<file path="src/rtl/seg_scan_capture.sv">
// Observer for a scanned, active-low seven-segment display: qualifies each digit's
// dwell, decodes the pattern back to hex and publishes one value per full scan frame.
module seg_scan_capture #(
  parameter int NDIG          = 4,
  parameter int STABLE_CYCLES = 4
) (
  input  logic                clk,
  input  logic                rst_n,
  input  logic [7:0]          seg,
  input  logic [NDIG-1:0]     an,
  output logic [4*NDIG-1:0]   value,
  output logic [NDIG-1:0]     dp,
  output logic                frame_valid,
  output logic                frame_err
);

  localparam int PW = NDIG + 8;
  localparam int CW = $clog2(STABLE_CYCLES + 1);
  localparam logic [CW-1:0] RUN_MAX = CW'(STABLE_CYCLES);
  localparam logic [CW-1:0] RUN_PRE = CW'(STABLE_CYCLES - 1);

  // Returns {valid, nibble}; dp bit is not part of the pattern.
  function automatic logic [4:0] decode_seg(input logic [6:0] s);
    case (s)
      7'b1000000: decode_seg = {1'b1, 4'h0};
      7'b1111001: decode_seg = {1'b1, 4'h1};
      7'b0100100: decode_seg = {1'b1, 4'h2};
      7'b0110000: decode_seg = {1'b1, 4'h3};
      7'b0011001: decode_seg = {1'b1, 4'h4};
      7'b0010010: decode_seg = {1'b1, 4'h5};
      7'b0000010: decode_seg = {1'b1, 4'h6};
      7'b1111000: decode_seg = {1'b1, 4'h7};
      7'b0000000: decode_seg = {1'b1, 4'h8};
      7'b0010000: decode_seg = {1'b1, 4'h9};
      7'b0001000: decode_seg = {1'b1, 4'hA};
      7'b0000011: decode_seg = {1'b1, 4'hB};
      7'b1000110: decode_seg = {1'b1, 4'hC};
      7'b0100001: decode_seg = {1'b1, 4'hD};
      7'b0000110: decode_seg = {1'b1, 4'hE};
      7'b0001110: decode_seg = {1'b1, 4'hF};
      default:    decode_seg = 5'b0_0000;
    endcase
  endfunction

  logic [PW-1:0]     cur_q, cur_d, prev_q, prev_d;
  logic [CW-1:0]     run_q, run_d;
  logic [NDIG-1:0]   seen_q, seen_d;
  logic              err_acc_q, err_acc_d;
  logic [4*NDIG-1:0] slot_q, slot_d;
  logic [NDIG-1:0]   slot_dp_q, slot_dp_d;
  logic [4*NDIG-1:0] value_q, value_d;
  logic [NDIG-1:0]   dp_q, dp_d;
  logic              frame_valid_q, frame_valid_d;
  logic              frame_err_q, frame_err_d;

  logic [NDIG-1:0]   cur_an, sel, seen_next;
  logic [7:0]        cur_seg;
  logic              qualified, same, accept, code_ok;
  logic [4:0]        code;

  always_comb begin
    cur_d     = {an, seg};
    prev_d    = cur_q;
    cur_an    = cur_q[PW-1:8];
    cur_seg   = cur_q[7:0];
    sel       = ~cur_an;
    qualified = $onehot(sel);
    same      = (cur_q == prev_q);

    if (qualified && same) begin
      run_d = (run_q == RUN_MAX) ? run_q : run_q + 1'b1;
    end else if (qualified) begin
      run_d = CW'(1);
    end else begin
      run_d = '0;
    end

    // Fires on the one cycle the run counter is about to reach its limit.
    accept  = qualified && same && (run_q == RUN_PRE);
    code    = decode_seg(cur_seg[6:0]);
    code_ok = code[4];

    slot_d    = slot_q;
    slot_dp_d = slot_dp_q;
    if (accept && code_ok) begin
      for (int i = 0; i < NDIG; i++) begin
        if (sel[i]) begin
          slot_d[4*i +: 4] = code[3:0];
          slot_dp_d[i]     = ~cur_seg[7];
        end
      end
    end

    seen_next     = seen_q | (accept ? sel : '0);
    seen_d        = seen_next;
    err_acc_d     = err_acc_q | (accept && !code_ok);
    value_d       = value_q;
    dp_d          = dp_q;
    frame_err_d   = frame_err_q;
    frame_valid_d = 1'b0;

    if (accept && (&seen_next)) begin
      value_d       = slot_d;
      dp_d          = slot_dp_d;
      frame_err_d   = err_acc_d;
      frame_valid_d = 1'b1;
      seen_d        = '0;
      err_acc_d     = 1'b0;
    end
  end

  always_ff @(posedge clk or negedge rst_n) begin
    if (!rst_n) begin
      cur_q         <= '0;
      prev_q        <= '0;
      run_q         <= '0;
      seen_q        <= '0;
      err_acc_q     <= 1'b0;
      slot_q        <= '0;
      slot_dp_q     <= '0;
      value_q       <= '0;
      dp_q          <= '0;
      frame_valid_q <= 1'b0;
      frame_err_q   <= 1'b0;
    end else begin
      cur_q         <= cur_d;
      prev_q        <= prev_d;
      run_q         <= run_d;
      seen_q        <= seen_d;
      err_acc_q     <= err_acc_d;
      slot_q        <= slot_d;
      slot_dp_q     <= slot_dp_d;
      value_q       <= value_d;
      dp_q          <= dp_d;
      frame_valid_q <= frame_valid_d;
      frame_err_q   <= frame_err_d;
    end
  end

  assign value       = value_q;
  assign dp          = dp_q;
  assign frame_valid = frame_valid_q;
  assign frame_err   = frame_err_q;

endmodule

</file>
<file path="config.mk">
export PLATFORM = sky130hd
export DESIGN_NAME = seg_scan_capture
export DESIGN_NICKNAME = d
export VERILOG_FILES = /design/src/rtl/seg_scan_capture.sv
export SDC_FILE = /design/constraint.sdc
export NUM_CORES = 1
export LEC_CHECK = 0
export BUFFER_PORTS_ARGS = -buffer_cell sky130_fd_sc_hd__buf_2
export CAP_MARGIN = 0
export CORE_ASPECT_RATIO = 0.5
export CORE_MARGIN = 2
export CORE_UTILIZATION = 52
export DETAILED_ROUTE_END_ITERATION = 6
export MAX_ROUTING_LAYER = met4
export PLACE_DENSITY = 0.75
export SYNTH_ARGS = -nofsm -noshare
export SYNTH_HDL_FRONTEND = slang
export SYNTH_SLANG_ARGS = --single-unit
</file>
<file path="constraint.sdc">
create_clock -name clk -period 3.5 [get_ports clk]
set_clock_uncertainty 0.2 [all_clocks]
set_input_delay 0.35 -clock clk [delete_from_list [all_inputs] [get_ports clk]]
set_output_delay 0.35 -clock clk [all_outputs]
set_load 0.005 [all_outputs]
</file>
==> results of run 1 <==
==> per-layer routing <==
metal / routed length, um / track usage
met5: 0 / -
met4: 105 / 0.0612
met3: 539 / 0.0832
met2: 3510 / 0.374
met1: 3640 / 0.350
==> layout make-up <==
cell class / count / area share
sequential: 74 / 0.431
multi-input combinational: 165 / 0.328
timing repair buffer: 80 / 0.131
clock buffer: 10 / 0.0532
tap: 88 / 0.0256
inverter: 19 / 0.0166
clock inverter: 6 / 0.0154
==> registers in the layout (all words and copies together) (netlist names) <==
signal	count
seen_q	4
dp	4
slot_q	16
cur_q	12
prev_q	12
run_q	3
err_acc_q	1
frame_err	1
frame_valid	1
value	16
slot_dp_q	4
==> cell usage after synthesis, types with 2 or more instances <==
library cell,n
or4_4,2
nor2_1,12
inv_1,19
nor4_1,2
nand4b_1,2
o31ai_1,6
clkbuf_1,9
and3_1,3
o21ai_0,3
xor2_1,7
nand2_1,10
mux2_2,23
nand4_1,5
xnor2_1,7
nand3_1,6
o22ai_1,2
a211oi_1,2
nor3b_1,4
and3b_1,2
a22o_1,8
or3_1,4
or3b_2,2
dfrtp_1,74
o2111ai_1,5
nand2b_1,2
nor3_1,7
mux2i_1,5
or4_1,2
ha_1,5
a21oi_1,8
==> power by group <==
group	switching, mW	leakage [nW]	internal (mW)
Sequential	0.0207	0.977	0.872
Combinational	0.0842	0.950	0.0667
Clock	0.349	0.147	0.554
==> metrics by stage <==
stage,TNS [ps],instances,setup slack (ps)
floorplan,-56.5,268,-14.1
global placement,-291,402,-73.3
detailed placement,-1070,402,-206
CTS,-85.0,432,-35.2
global route,-2040,442,-193
finish,-491,442,-125
==> what timing repair did <==
action | in CTS | in global routing
gates resized for setup | 6 | 15
hold endpoints to repair | 48 | 0
setup buffers | 1 | 10
gates cloned | 0 | 1
hold buffers | 13 | 0
endpoints found under the setup margin | 17 | 21
pin swaps | 2 | 4
==> critical path, delay by kind of cell, from the launching register on <==
kind	cells	cell delay (ps)
compound gates	2	720
fa+ha+maj	3	970
buf+inv	1	50
flops	1	410
mux	1	260
simple gates	3	890
==> worst paths after layout <==
check                               start            to  slack [ps]  depth (start not counted)
worst max-delay path             cur_q[9]      value[7]        -120                         10
worst min-delay path            slot_q[2]     slot_q[2]         270                          1
worst max register to register   cur_q[9]      value[7]        -120                         10
worst min register to register  slot_q[2]     slot_q[2]         270                          1
max in group asynchronous           rst_n     prev_q[6]        1700                          3
min in group asynchronous           rst_n  slot_dp_q[0]         460                          2
==> logic make-up (layout without fill, tap and decap cells) <==
group,Yosys count,after routing,share of synthesized area
AO/OA/AOI/OAI,44,44,0.0997
XOR/XNOR,14,14,0.0379
adder cells (fa/ha/maj),6,6,0.0255
buffers and inverters,29,115,0.0340
flip-flops,74,74,0.572
multiplexers,28,28,0.0954
AND/OR/NAND/NOR,73,73,0.136
==> flow_summary.yaml, run 1 <==
layout:
  synthToLayoutAreaGrowth_pct: 32.9
  nets: 369
  num-fill-cells: 433
  diodes: 0
  multi_input_area_um2: 1410
  finalCoreUtilization: 0.711
  register_area_um2: 1850
  drive_gt1_frac: 0.353
  layout_common_cells: "dfrtp_1 (73), buf_2 (36), buf_4 (28)"
  design_area_um2: 4300
  layout.cells.most_common: "dfrtp_1"
run_status:
  status: "complete, but fails checks"
  failed_checks: "setup timing"
route:
  wl_um: 7800
  drtIter0Drc: 136
  postRouteAntennaNets: 0
  viasPerCell: 5.48
  wl_per_cell_um: 17.6
  drc: 0
  num_vias: 2423
  firstDrtPassIters: 4
clocking:
  cts_tree: "yes"
  clkSlewWorstSetupHoldPaths_ps: 60
  cts_buffer_depth: 2
  clock-root-buffer: "clkbuf_16"
  clkLatencyLatePin_ps: 330
  cts_sinks: 74
  cts_buffers: 9
  cts_max_level: 3
yosys:
  yosysWarnings: 0
  ys_seq_elements: 74
  synth_largest_area_cell: "dfrtp_1"
  yosysUniqueCellTypes: 50
  syn-num-nets: 288
  synthCells: 268
  async_flop_share: 1.00
  yosysTopAreaCellShare: 0.572
  synth_edf_count: 0
  syn_avg_cell_area_um2: 12.1
  synth_area_leaders: "dfrtp_1 (57%), mux2_2 (8.0%), inv_1 (2.2%), a22o_1 (2.2%), ha_1 (1.9%)"
  synth-seq-area-share: 0.572
  mappedNetlistArea_um2: 3240
  synthFlopType: "dfrtp_1"
pwr:
  power_density_nw_per_um2: 452
  vdd_ir_drop_max_mv: 0.431
  power.total_mw: 1.95
  p_leak_nw: 2.07
floorplan:
  die_height_um: 59.8
  die_width_um: 116
  num_rows: 20
  start_util: 0.535
  coreArea_um2: 6060
  die-area_um2: 6920
  io_pins: 36
global_route:
  grt_pass1_vias: 2425
  antenna_found_initial: 0
  grt_pass1_wl_um: 12500
  grt_max_degree: 39
  overflow: 0
  grt_usage: 0.255
worst_setup_path:
  crit_chain: "fa_1 > inv_2 > ha_4 > ha_4 > nor3b_4 > nand4b_1 > or4_4 > a2111o_1 > a22o_1 > mux2_4"
  slowest_stage: "fa_1"
  critPathMaxFanout: 4
  max_stage_delay_ps: 570
  endpoint_kind: "register"
  path_class: "register to register"
  cp.required_ps: 3520
  arrival_ps: 3640
  cpMostUsedCell: "ha_4"
  start_kind: "register"
place:
  port_buffers: 35
  postPlaceCellArea_um2: 3680
  dp_hpwl_um: 5060
  gp_congestion: 0.891
timing:
  relSlewSlack: 0.430
  final-hold-violation-count: 0
  worst_pin_slew_ps: 855
  timing.fmax_mhz: 276
  rsz0062_at_grt: "yes"
  timing.final.crit_share: 1.04
  slew_violations: 0
  layout_min_cycle_time_ps: 3620
  setup_violations: 11
  whs_ps: 274
  finalWorstSetupSlack_ps: -125
flow_run:
  cap_violations: 0
worst_hold_path:
  min_path_type: "register to register"
Note: power is estimated with default switching activity, not from simulation.
==> inputs of run 2 (changes only) <==
Settings changed: TNS_END_PERCENT set to 10.
==> flow_summary.yaml, run 2 (same netlist as run 1, synthesis figures left out) <==
place:
  postPlaceCellArea_um2: 3680
  gp_congestion: 0.891
  dp_slack_ps: -206
  dp_hpwl_um: 5060
  port_buffers: 35
run_status:
  failed_checks: "setup timing"
  status: "complete, but fails checks"
timing:
  relSlewSlack: 0.440
  timing.fmax_mhz: 275
  setup_violations: 9
  slew_violations: 0
  finalWorstSetupSlack_ps: -134
  final-hold-violation-count: 0
  timing.final.crit_share: 1.04
  layout_min_cycle_time_ps: 3630
  fin_setup_tns_ps: -596
  rsz0062_at_grt: "yes"
  worst_pin_slew_ps: 839
layout:
  multi_input_area_um2: 1380
  synthToLayoutAreaGrowth_pct: 29.9
  finalCoreUtilization: 0.695
  drive_gt1_frac: 0.328
  nets: 360
  layout_common_cells: "dfrtp_1 (73), buf_2 (35), buf_4 (21)"
  num-fill-cells: 442
  layout.cells.most_common: "dfrtp_1"
  diodes: 0
  design_area_um2: 4210
  register_area_um2: 1850
global_route:
  grt_max_degree: 39
  grt_usage: 0.255
  grt_pass1_vias: 2419
  grt_pass1_wl_um: 12500
  use_met3: 0.0832
  overflow: 0
  antenna_found_initial: 0
  grt.busiest_layer: "met2"
  grtUsageMet1: 0.350
  grt_util_met2: 0.374
route:
  firstDrtPassIters: 5
  wl_um: 7640
  drtIter0Drc: 149
  postRouteAntennaNets: 0
  drc: 0
  viasPerCell: 5.60
  wl_per_cell_um: 17.6
  num_vias: 2426
worst_setup_path:
  critPathMaxFanout: 4
  arrival_ps: 3650
  path_class: "register to register"
  crit_chain: "fa_1 > inv_2 > ha_4 > ha_4 > nor3b_4 > nand4b_1 > or4_4 > a2111o_1 > a22o_1 > mux2_4"
  endpoint_kind: "register"
  cp.required_ps: 3510
  cpMostUsedCell: "ha_4"
  start_kind: "register"
  max_stage_delay_ps: 570
  slowest_stage: "fa_1"
pwr:
  vdd_ir_drop_max_mv: 0.424
  p_leak_nw: 2.02
  power_density_nw_per_um2: 462
floorplan:
  die_width_um: 116
  die_height_um: 59.8
  num_rows: 20
  io_pins: 36
  coreArea_um2: 6060
  start_util: 0.535
  die-area_um2: 6920
clocking:
  clkLatencyLatePin_ps: 330
  cts_buffer_depth: 2
  cts_buffers: 9
  cts_max_level: 3
  cts_sinks: 74
  clkSlewWorstSetupHoldPaths_ps: 60
  cts_tree: "yes"
  clock-root-buffer: "clkbuf_16"
flow_run:
  cap_violations: 0
worst_hold_path:
  min_path_type: "register to register"
run 2: cell types whose count changed in the layout (fill, tap and decap cells not counted):
cell / previous run / this run
o2111ai_1: 2 / 3
o31ai_2: 2 / 0
o31ai_1: 4 / 6
mux2_2: 19 / 16
buf_6: 2 / 1
o2111ai_4: 2 / 0
o2111ai_2: 1 / 2
mux2_4: 4 / 7
buf_4: 28 / 21
buf_2: 36 / 35
run 2: power by group:
part | switching [mW] | internal (mW) | leakage (nW)
logic | 0.0823 | 0.0666 | 0.901
clock network | 0.350 | 0.554 | 0.147
registers | 0.0208 | 0.872 | 0.977
total | 0.453 | 1.49 | 2.02
run 2: what timing repair did:
item                                    CTS  global route
setup buffers                             0             2
hold buffers                             13             0
gates cloned                              0             0
endpoints found under the hold margin    48             0
resized for setup                         6            11
endpoints found under the setup margin   17            20
pin swaps                                 1             2
run 2: worst paths after layout:
kind	to	startpoint	cells after the start	slack (ps)
min reg2reg	slot_q[2]	slot_q[2]	1	270
max reg2reg	value[7]	cur_q[9]	10	-130
max	value[7]	cur_q[9]	10	-130
max in group asynchronous	prev_q[6]	rst_n	3	1710
min in group asynchronous	slot_dp_q[0]	rst_n	2	450
min	slot_q[2]	slot_q[2]	1	270
run 2: area by class of cell:
type,instances,area share
clock buffer,10,0.0544
clock inverter,6,0.0158
inverter,19,0.0169
multi-input combinational,165,0.329
sequential,74,0.440
tap,88,0.0262
timing repair buffer,71,0.117
run 2: layer usage:
| metal | vias to the layer above | share of wire |
|---|---|---|
| met5 | - | 0 |
| met4 | 0 | 0.015 |
| met3 | 9 | 0.053 |
| met2 | 74 | 0.46 |
| met1 | 1232 | 0.48 |
| li1 | 1111 | - |
run 2: critical path: cells and delay by family, from the launching register on:
kind / cells / cell delay [ps]
muxes: 1 / 270
and+or+nand+nor: 3 / 880
adders and majority gates: 3 / 970
DFF: 1 / 410
AOI/OAI and AO/OA: 2 / 720
buffers and inverters: 1 / 50
run 2: stage by stage:
step / hold WS, ps / std cells / power [mW]
final: 274 / 433 / 1.95
after global placement: 258 / 402 / 1.02
after floorplan: -146 / 268 / 0.973
after CTS: 278 / 431 / 1.95
after detailed placement: 260 / 402 / 1.03
after global routing: 300 / 433 / 2.02
==> inputs of run 3 (changes only) <==
Settings changed: CORE_UTILIZATION 52 to 55, PLACE_DENSITY 0.75 to 0.85.
Clock period 3.5 ns to 4.6 ns, I/O delays scaled along.
==> flow_summary.yaml, run 3 (same netlist as run 1, synthesis figures left out) <==
pwr:
  vdd_ir_drop_max_mv: 0.305
  p_int_mw: 1.11
  power_density_nw_per_um2: 383
  p_seq_frac: 0.472
  switching_share: 0.233
  combPwrFrac: 0.054
  pwr-share-clk: 0.475
  p_leak_nw: 1.83
  p_switching_mw: 0.338
timing:
  final-hold-violation-count: 0
  relSlewSlack: 0.285
  layout_min_cycle_time_ps: 4120
  fin_setup_tns_ps: 0
  timing.final.crit_share: 0.895
  slew_violations: 0
  setup_violations: 0
  timing.fmax_mhz: 243
  rsz0062_at_grt: "no"
  whs_ps: 24.1
  worst_pin_slew_ps: 1060
route:
  firstDrtPassIters: 7
  num_vias: 2407
  wl_um: 7730
  wl_per_cell_um: 20.1
  drtIter0Drc: 223
  drc: 0
  postRouteAntennaNets: 0
  viasPerCell: 6.25
place:
  dp_hpwl_um: 4820
  port_buffers: 35
  gp_congestion: 0.882
clocking:
  clkLatencyLatePin_ps: 340
  cts_buffers: 9
  cts_setup_buffers: 0
  clock-root-buffer: "clkbuf_16"
  clkSlewWorstSetupHoldPaths_ps: 60
  cts_tree: "yes"
  cts_buffer_depth: 2
  cts_sinks: 74
  cts_max_level: 3
worst_setup_path:
  max_stage_delay_ps: 550
  arrival_ps: 4130
  endpoint_kind: "register"
  start_kind: "register"
  path_delay_family: "simple AND/OR/NAND/NOR gates"
  critPathMaxFanout: 9
  crit_buf_inv: 1
  cp.required_ps: 4610
  slowest_stage: "fa_1"
  path_class: "register to register"
  crit_chain: "fa_1 > inv_1 > ha_1 > ha_1 > nor3b_1 > nand4b_1 > nor4_2 > o2111ai_1 > mux2_2 > mux2_2"
layout:
  num-fill-cells: 367
  synthToLayoutAreaGrowth_pct: 17.0
  layout_common_cells: "dfrtp_1 (74), buf_2 (35), mux2_2 (23)"
  layout.cells.most_common: "dfrtp_1"
  diodes: 0
  drive_gt1_frac: 0.266
  nets: 327
global_route:
  grt_usage: 0.267
  grt_max_degree: 48
  grt_pass1_wl_um: 12500
  grt_pass1_vias: 2399
  antenna_found_initial: 0
  overflow: 0
run_status:
  status: "completed"
floorplan:
  coreArea_um2: 5590
  start_util: 0.580
  io_pins: 36
  die_width_um: 113
  die_height_um: 58.3
  die-area_um2: 6560
  num_rows: 19
worst_hold_path:
  min_path_type: "primary input to register"
flow_run:
  cap_violations: 0
==> run 3: cell types whose count changed in the layout (fill, tap and decap cells not counted), sizes merged <==
| cell | delta |
|---|---|
| buf | -21 |
| clkinv | -1 |
| clkinvlp | +2 |
| dlygate4sd3 | -12 |
| inv | -1 |
==> run 3: area by class of cell <==
class | count | area (um2) | area share
clock inverters | 6 | 67.6 | 0.0178
repair buffers | 38 | 200 | 0.0528
flip-flops and latches | 74 | 1850 | 0.489
inverters | 19 | 71.3 | 0.0188
well taps | 73 | 91.3 | 0.0241
multi-input cells | 165 | 1280 | 0.337
clock buffers | 10 | 229 | 0.0604
==> run 3: worst reg2reg max path: stages (launching register included) <==
cell,delay [ps]
dfrtp_1,490
fa_1,550
inv_1,40
ha_1,170
ha_1,290
nor3b_1,320
nand4b_1,190
nor4_2,510
o2111ai_1,520
mux2_2,450
mux2_2,280
==> run 3: path summary, 6_finish.rpt <==
check	startpoint	to	slack [ps]	depth (start not counted)
min	an[2]	cur_q[10]	20	1
max	cur_q[9]	value[0]	480	10
max reg2reg	cur_q[9]	value[0]	480	10
min reg2reg	slot_q[2]	slot_q[2]	290	1
min in group asynchronous	rst_n	cur_q[7]	470	2
max in group asynchronous	rst_n	run_q[2]	2720	3
==> run 3: per-stage QoR <==
stage	total power [mW]	util	worst slack, ps	cell area (um2)	instances
6_report	1.45	0.678	481	3790	385
5_1_grt	1.50	0.678	261	3790	385
4_1_cts	1.46	0.678	507	3790	385
3_5_place_dp	0.771	0.623	578	3480	368
3_3_place_gp	0.765	0.623	728	3480	368
2_1_floorplan	0.738	-	710	3240	268
==> run 3: metal layers <==
| layer | up-vias | wire, um | track usage |
|---|---|---|---|
| met5 | - | 0 | - |
| met4 | 0 | 349 | 0.146 |
| met3 | 39 | 603 | 0.0753 |
| met2 | 115 | 3530 | 0.404 |
| met1 | 1194 | 3240 | 0.331 |
| li1 | 1059 | - | - |
==> run 3: power by group through the flow <==
stage / combinational, mW / clock (mW) / sequential (mW)
6_report: 0.0779 / 0.690 / 0.685
3_5_place_dp: 0.0750 / 0 / 0.696
4_1_cts: 0.0774 / 0.695 / 0.684
5_1_grt: 0.0871 / 0.726 / 0.687
2_1_floorplan: 0.0526 / 0 / 0.685
3_3_place_gp: 0.0707 / 0 / 0.694
==> run 3: repair_timing <==
item                      in CTS  in global routing
hold endpoints to repair      27                  0
hold buffers                   1                  0
gates resized for setup        0                  0
